==> config.mk <==
export PLATFORM = sky130hd
export DESIGN_NAME = gray_packer
export DESIGN_NICKNAME = d
export VERILOG_FILES = /design/src/rtl/gray_packer.sv
export SDC_FILE = /design/constraint.sdc
export NUM_CORES = 1
export LEC_CHECK = 0
export ABC_AREA = 0
export BUFFER_PORTS_ARGS = -buffer_cell sky130_fd_sc_hd__buf_2
export CORE_ASPECT_RATIO = 2
export CORE_MARGIN = 2
export CORE_UTILIZATION = 47
export CTS_CLUSTER_DIAMETER = 40
export DETAILED_ROUTE_END_ITERATION = 10
export PLACE_DENSITY = 0.76
export SETUP_SLACK_MARGIN = 0.3
export SYNTH_ARGS = -nofsm -noshare
export SYNTH_HDL_FRONTEND = slang
export SYNTH_SLANG_ARGS = --single-unit
==> constraint.sdc <==
create_clock -name clock -period 2.75 [get_ports clock]
set_clock_uncertainty 0.2 [all_clocks]
set_input_delay 0.275 -clock clock [delete_from_list [all_inputs] [get_ports clock]]
set_output_delay 0.275 -clock clock [all_outputs]
set_load 0.02 [all_outputs]
==> src/rtl/gray_packer.sv <==
// =====================================================================
//  gray_packer : packs replicated-gray pixels into 4x8-bit words,
//                zero-flushing the final partial word of every frame.
//  Revision    : 1.0
// =====================================================================
`default_nettype none

module gray_packer #(
    parameter int FIFO_DATA_WIDTH = 32,
    parameter int FRAME_PIXELS    = 442368
) (
    input  logic                       clock,
    input  logic                       reset,
    output logic                       fifo_in_rd_en,
    input  logic [FIFO_DATA_WIDTH-1:0] fifo_in_dout,
    input  logic                       fifo_in_empty,
    output logic                       fifo_out_wr_en,
    output logic [FIFO_DATA_WIDTH-1:0] fifo_out_din,
    input  logic                       fifo_out_full,
    output logic                       frame_done,
    output logic                       chan_err
);

    localparam int                CNT_W    = (FRAME_PIXELS > 1) ? $clog2(FRAME_PIXELS) : 1;
    localparam logic [CNT_W-1:0]  CNT_LAST = CNT_W'(FRAME_PIXELS - 1);

    typedef enum logic {
        S_FILL  = 1'b0,
        S_WRITE = 1'b1
    } state_t;

    state_t             state_q;
    logic [31:0]        word_q;
    logic [1:0]         lane_q;
    logic [CNT_W-1:0]   cnt_q;
    logic               last_q;
    logic               frame_done_q;
    logic               chan_err_q;

    logic               w_pop;
    logic               w_push;
    logic [7:0]         w_gray;
    logic               w_mismatch;
    logic               w_cnt_last;

    // Handshakes are gated by reset so every output reads 0 while it is held.
    assign w_pop      = (state_q == S_FILL)  && !fifo_in_empty && !reset;
    assign w_push     = (state_q == S_WRITE) && !fifo_out_full && !reset;
    assign w_gray     = fifo_in_dout[7:0];
    assign w_mismatch = (fifo_in_dout[23:16] != fifo_in_dout[15:8]) ||
                        (fifo_in_dout[15:8]  != fifo_in_dout[7:0]);
    assign w_cnt_last = (cnt_q == CNT_LAST);

    generate
        if (FIFO_DATA_WIDTH > 24) begin : g_unused_hi
            logic unused_dout_hi;
            assign unused_dout_hi = ^fifo_in_dout[FIFO_DATA_WIDTH-1:24];
        end
    endgenerate

    always_ff @(posedge clock or posedge reset) begin
        if (reset) begin
            state_q      <= S_FILL;
            word_q       <= '0;
            lane_q       <= '0;
            cnt_q        <= '0;
            last_q       <= 1'b0;
            frame_done_q <= 1'b0;
            chan_err_q   <= 1'b0;
        end else begin
            frame_done_q <= 1'b0;
            if (w_pop) begin
                word_q[{lane_q, 3'b000} +: 8] <= w_gray;
                cnt_q  <= w_cnt_last ? '0 : cnt_q + 1'b1;
                last_q <= w_cnt_last;
                if (w_mismatch) begin
                    chan_err_q <= 1'b1;
                end
                if ((lane_q == 2'd3) || w_cnt_last) begin
                    state_q <= S_WRITE;
                end else begin
                    lane_q <= lane_q + 2'd1;
                end
            end
            if (w_push) begin
                // last_q remembers whether this word carried the frame's final pixel.
                frame_done_q <= last_q;
                last_q       <= 1'b0;
                word_q       <= '0;
                lane_q       <= '0;
                state_q      <= S_FILL;
            end
        end
    end

    assign fifo_in_rd_en  = w_pop;
    assign fifo_out_wr_en = w_push;
    assign fifo_out_din   = FIFO_DATA_WIDTH'(word_q);
    assign frame_done     = frame_done_q;
    assign chan_err       = chan_err_q;

endmodule

`default_nettype wire
Word level (Yosys, flattened, before mapping):

Cells that the tools add are included.
Widths: inputs -> output; s select.

* bits in registers: 57
* bits of input ports: 36
* output and inout bits: 36
* logic and storage cells: 45

* $add $sub $neg: 3
* equality and inequality tests: 5
* shift-type cells: 2
* muxes and demuxes: 13
* bitwise gates (word level): 1
* reduce and logical (&&, ||, !) cells: 14

Operators with widths (count)
* $mux 32: 2
* $bwmux 32: 1
* $shift 8x7->32 const A: 1
* $shiftx 8x7->32: 1
* $add 19x1->19 const B: 1
* $eq 19x19->1 const B: 1
* $mux 19: 1
* $ne 8x8->1: 2
* $neg 5->7: 1
* $mux 1: 6
* $mux 2: 3
* $reduce_and 2->1: 3
* $logic_and 1x1->1: 4
* $reduce_bool 2->1: 2
* $logic_not 1->1: 3
* $add 2x1->2 const B: 1
* $eq 2x2->1 const B: 1
* $logic_or 1x1->1: 2
* $ne 2x2->1 const B: 1
* $not 1->1: 1

Logic depth before layout (Yosys ltp):

* depth in word-level cells: 5
* depth in mapped cells: 7
* depth with buffers taken out: 6

Worst setup path before layout:

OpenSTA, ideal clock, no wires.

* path kind: input to output
* start point: in reset
* end point: out fifo_out_wr_en
* arrival: 2.419 ns
* data required time: 2.275 ns
* path slack: -0.144 ns
* stages: 4
* path buffers: 1
* path through: inv_1 nand3_1 inv_1 clkbuf_1

* cells in the longest elaborated chain, start to end: 2

Ends and longest elaborated chain
* start, declared: RTL line 13 `input logic reset,`
* $logic_not 1->1 (no source line)
* $logic_and 1x1->1: RTL line 48 `assign w_push = (state_q == S_WRITE) && !fifo_out_full && !reset;`
* end, declared: RTL line 17 `output logic fifo_out_wr_en,`

No other way between the ends.

Worst setup path in the final report:

* start point: reg cnt_q[3]
* end point: reg lane_q[1]

* cells in the longest elaborated chain, start to end: 4

Ends and longest elaborated chain
* start, declared: RTL line 35 `logic [CNT_W-1:0] cnt_q;`
* start signal, assigned: RTL line 74 `cnt_q <= w_cnt_last ? '0 : cnt_q + 1'b1;`
* $eq 19x19->1: RTL line 52 `assign w_cnt_last = (cnt_q == CNT_LAST);`
* $logic_or 1x1->1: RTL line 79 `if ((lane_q == 2'd3) || w_cnt_last) begin`
* $ne 2x2->1 (no source line)
* $reduce_and 2->1 (no source line)
* end signal, assigned: RTL line 82 `lane_q <= lane_q + 2'd1;`
* end, declared: RTL line 34 `logic [1:0] lane_q;`

No other way between the ends.
A chain may end at the register's enable or synchronous reset.

==> impl_metrics.toml <==
[run_status]
status = "finished, final reports clean"

[global_routing]
grt_max_degree = 58
antenna_found_initial = 0
grt_pass1_vias = 2087
grt_overflow = 0
grt_usage_pct = 20.98
grt_pass1_wl_um = 9880

[synthesis]
yosys_register_bits = 57
synthFlopType = "dfrtp_1"
yosysUniqueCellTypes = 39
yosysWarningCount = 0
async_flop_share_pct = 100.0
synth.top_cell.area_share_pct = 53.95
syn_area_um2 = 2644
synth_edf_count = 0
synth_top_area_cell = "dfrtp_1"
syn_nets = 292
syn_area_per_cell_um2 = 10.62
synth_area_leaders = "dfrtp_1, a22o_1, ha_1"
synthCells = 249
ys_seq_area_share_pct = 53.95

[floorplan]
ios = 72
die_w_um = 57.04
fp-row-count = 38
die_h_um = 110.1
core_um2 = 5420
start_util_pct = 48.78
dieArea_um2 = 6278

[clock_network]
h-tree-depth = 3
path_clk_slew_ns = 0.06
cts.path.max_buffers = 2
clock_latency_ns = 0.33
cts_buffers = 9
cts_tree = "done"
cts_root_buf = "clkbuf_8"
cts_sinks = 57
ctsResizeCount = 0

[timing]
fin_hold_ws_ns = 0.03053
fin_crit_ns = 2.305
setup_viol = 0
relSlewSlack_pct = 52.71
worst_pin_slew_ns = 0.7093
setup_tns_ns = 0
rsz0062_at_grt = "false"
final_max_slew_viol_count = 0
max_freq_ghz = 0.4338
timing_hold_violations_final = 0
final.period_utilization_pct = 83.83

[cells_and_area]
post-route-util_pct = 60.02
n_antenna_cell = 0
synthToLayoutAreaGrowth_pct = 23.05
layoutNonFillerInstCount = 389
final_cell_mix = "buf_2, dfrtp_1, a22o_1, nand2_1, nor3_1"
mostFrequentLayoutCell = "buf_2"
drive_gt1_share_pct = 28.27
fin_nets = 367

[place]
dp_cells = 372
gp_congestion = 0.8193
io_buffers = 63
dp_hpwl_um = 4530

[worst_setup_path]
worst-r2r-cell-count = 4
cp_max_fo = 13
crit_path_start_kind = "flop"
r2r-start = "cnt_q[3]$_DFFE_PP0P_"
cp.required_ns = 2.77
critPathKind = "flop to flop"
worst_ep_arrival_time_ns = 2.32
crit_path_end_kind = "flop"
timing.rr.end = "lane_q[1]$_DFFE_PP0P_"
rrSetupSlack_ns = 0.44

[worst_hold_path]
min_from = "fifo_in_empty"
whs_endpoint = "state_q$_DFFE_PP0P_"
min_path_type = "input port to flop"
hold_depth = 3

[drt]
drc = 0
ant_nets = 0
vias_per_cell = 5.784
drtIter0Drc = 69
first_pass_iters = 4
vias = 2250
routed_wl_um = 6113
post_drt_wl_per_cell_um = 15.71

[power_and_ir_drop]
p_per_area_nw_per_um2 = 886.3
leakagePower_nw = 1.653
ir_worst_vdd_v = 0.0007596

[flow_run]
cap_violations = 0
## cell usage after synthesis (2+ instances only)
master / instances
inv_1: 10
nand3_1: 14
or3_1: 2
and2_1: 3
nor3_1: 16
nor2_1: 9
mux2i_1: 2
or4_1: 4
ha_1: 7
xor2_1: 5
clkbuf_1: 6
o22ai_1: 4
or2_2: 2
and3_1: 8
nand2_1: 23
xnor2_1: 5
dfrtp_1: 57
o21ai_0: 4
o21bai_1: 2
nor4_1: 3
a21oi_1: 15
a22o_1: 24
nand2b_1: 3
o31ai_1: 6
## per-stage QoR
step	setup slack, ns	instance area, um^2	power, mW
final	0.4446	3253	2.883
after global routing	0.3174	3253	3.062
after CTS	0.4292	3253	2.912
after detailed placement	0.4424	3057	2.165
after global placement	0.4645	3057	2.132
after floorplan	0.3708	2648	1.830
## worst max path at each step
stage                          from                            to  slack (ns)  depth (start not counted)
2_1_floorplan                 reset  fifo_out_din[24]$_DFFE_PP0P_        0.37                          5
3_3_place_gp   cnt_q[3]$_DFFE_PP0P_         lane_q[1]$_DFFE_PP0P_        0.46                          4
3_5_place_dp   cnt_q[3]$_DFFE_PP0P_         lane_q[1]$_DFFE_PP0P_        0.44                          4
4_1_cts        cnt_q[3]$_DFFE_PP0P_         lane_q[1]$_DFFE_PP0P_        0.43                          4
5_1_grt        cnt_q[3]$_DFFE_PP0P_         lane_q[1]$_DFFE_PP0P_        0.32                          4
6_report       cnt_q[3]$_DFFE_PP0P_         lane_q[1]$_DFFE_PP0P_        0.44                          4
## layout make-up
class                           instances  area, um^2
Clock buffer                           10       127.6
Clock inverter                          6       58.81
Fill cell                             441        2167
Inverter                               10       41.29
Multi-Input combinational cell        174        1139
Sequential cell                        57        1426
Tap cell                               60       75.07
Timing Repair Buffer                   72       385.4
## flip-flops by register name (all words and copies together) (netlist names)
name / flops
lane_q: 2
fifo_out_din: 32
state_q: 1
cnt_q: 19
last_q: 1
chan_err: 1
frame_done: 1
## report_power, final
part / switching, mW / leakage (nW) / internal, mW
combinational: 0.546 / 0.795 / 0.373
sequential: 0.163 / 0.758 / 1.06
clock: 0.327 / 0.0998 / 0.413
## what timing repair did
action | in CTS | in global routing
endpoints found under the hold margin | 4 | 0
hold buffers | 1 | 0
setup buffers | 0 | 0
## routing by layer
layer  GRT usage [%]  share of wire, %  up-vias
li1                -                 -     1061
met4           10.13               2.0        0
met2           38.18                54       70
met5               0                 0        -
met1           22.06                38     1108
met3           5.251               5.0       11
## logic make-up after synthesis
group | share of synthesized area (%)
flops | 53.95
simple gates | 18.79
xor+xnor | 3.313
compound gates | 16.47
fa+ha+maj | 3.313
mux | 1.183
buf+inv | 2.981
## worst max-delay path, cell delays in order (launching register included)
cell	delay, ns
dfrtp_1	0.41
nand4_1	0.16
or4_4	0.63
o31ai_1	0.41
mux2_2	0.38
Note: power is estimated with default switching activity, not from simulation.
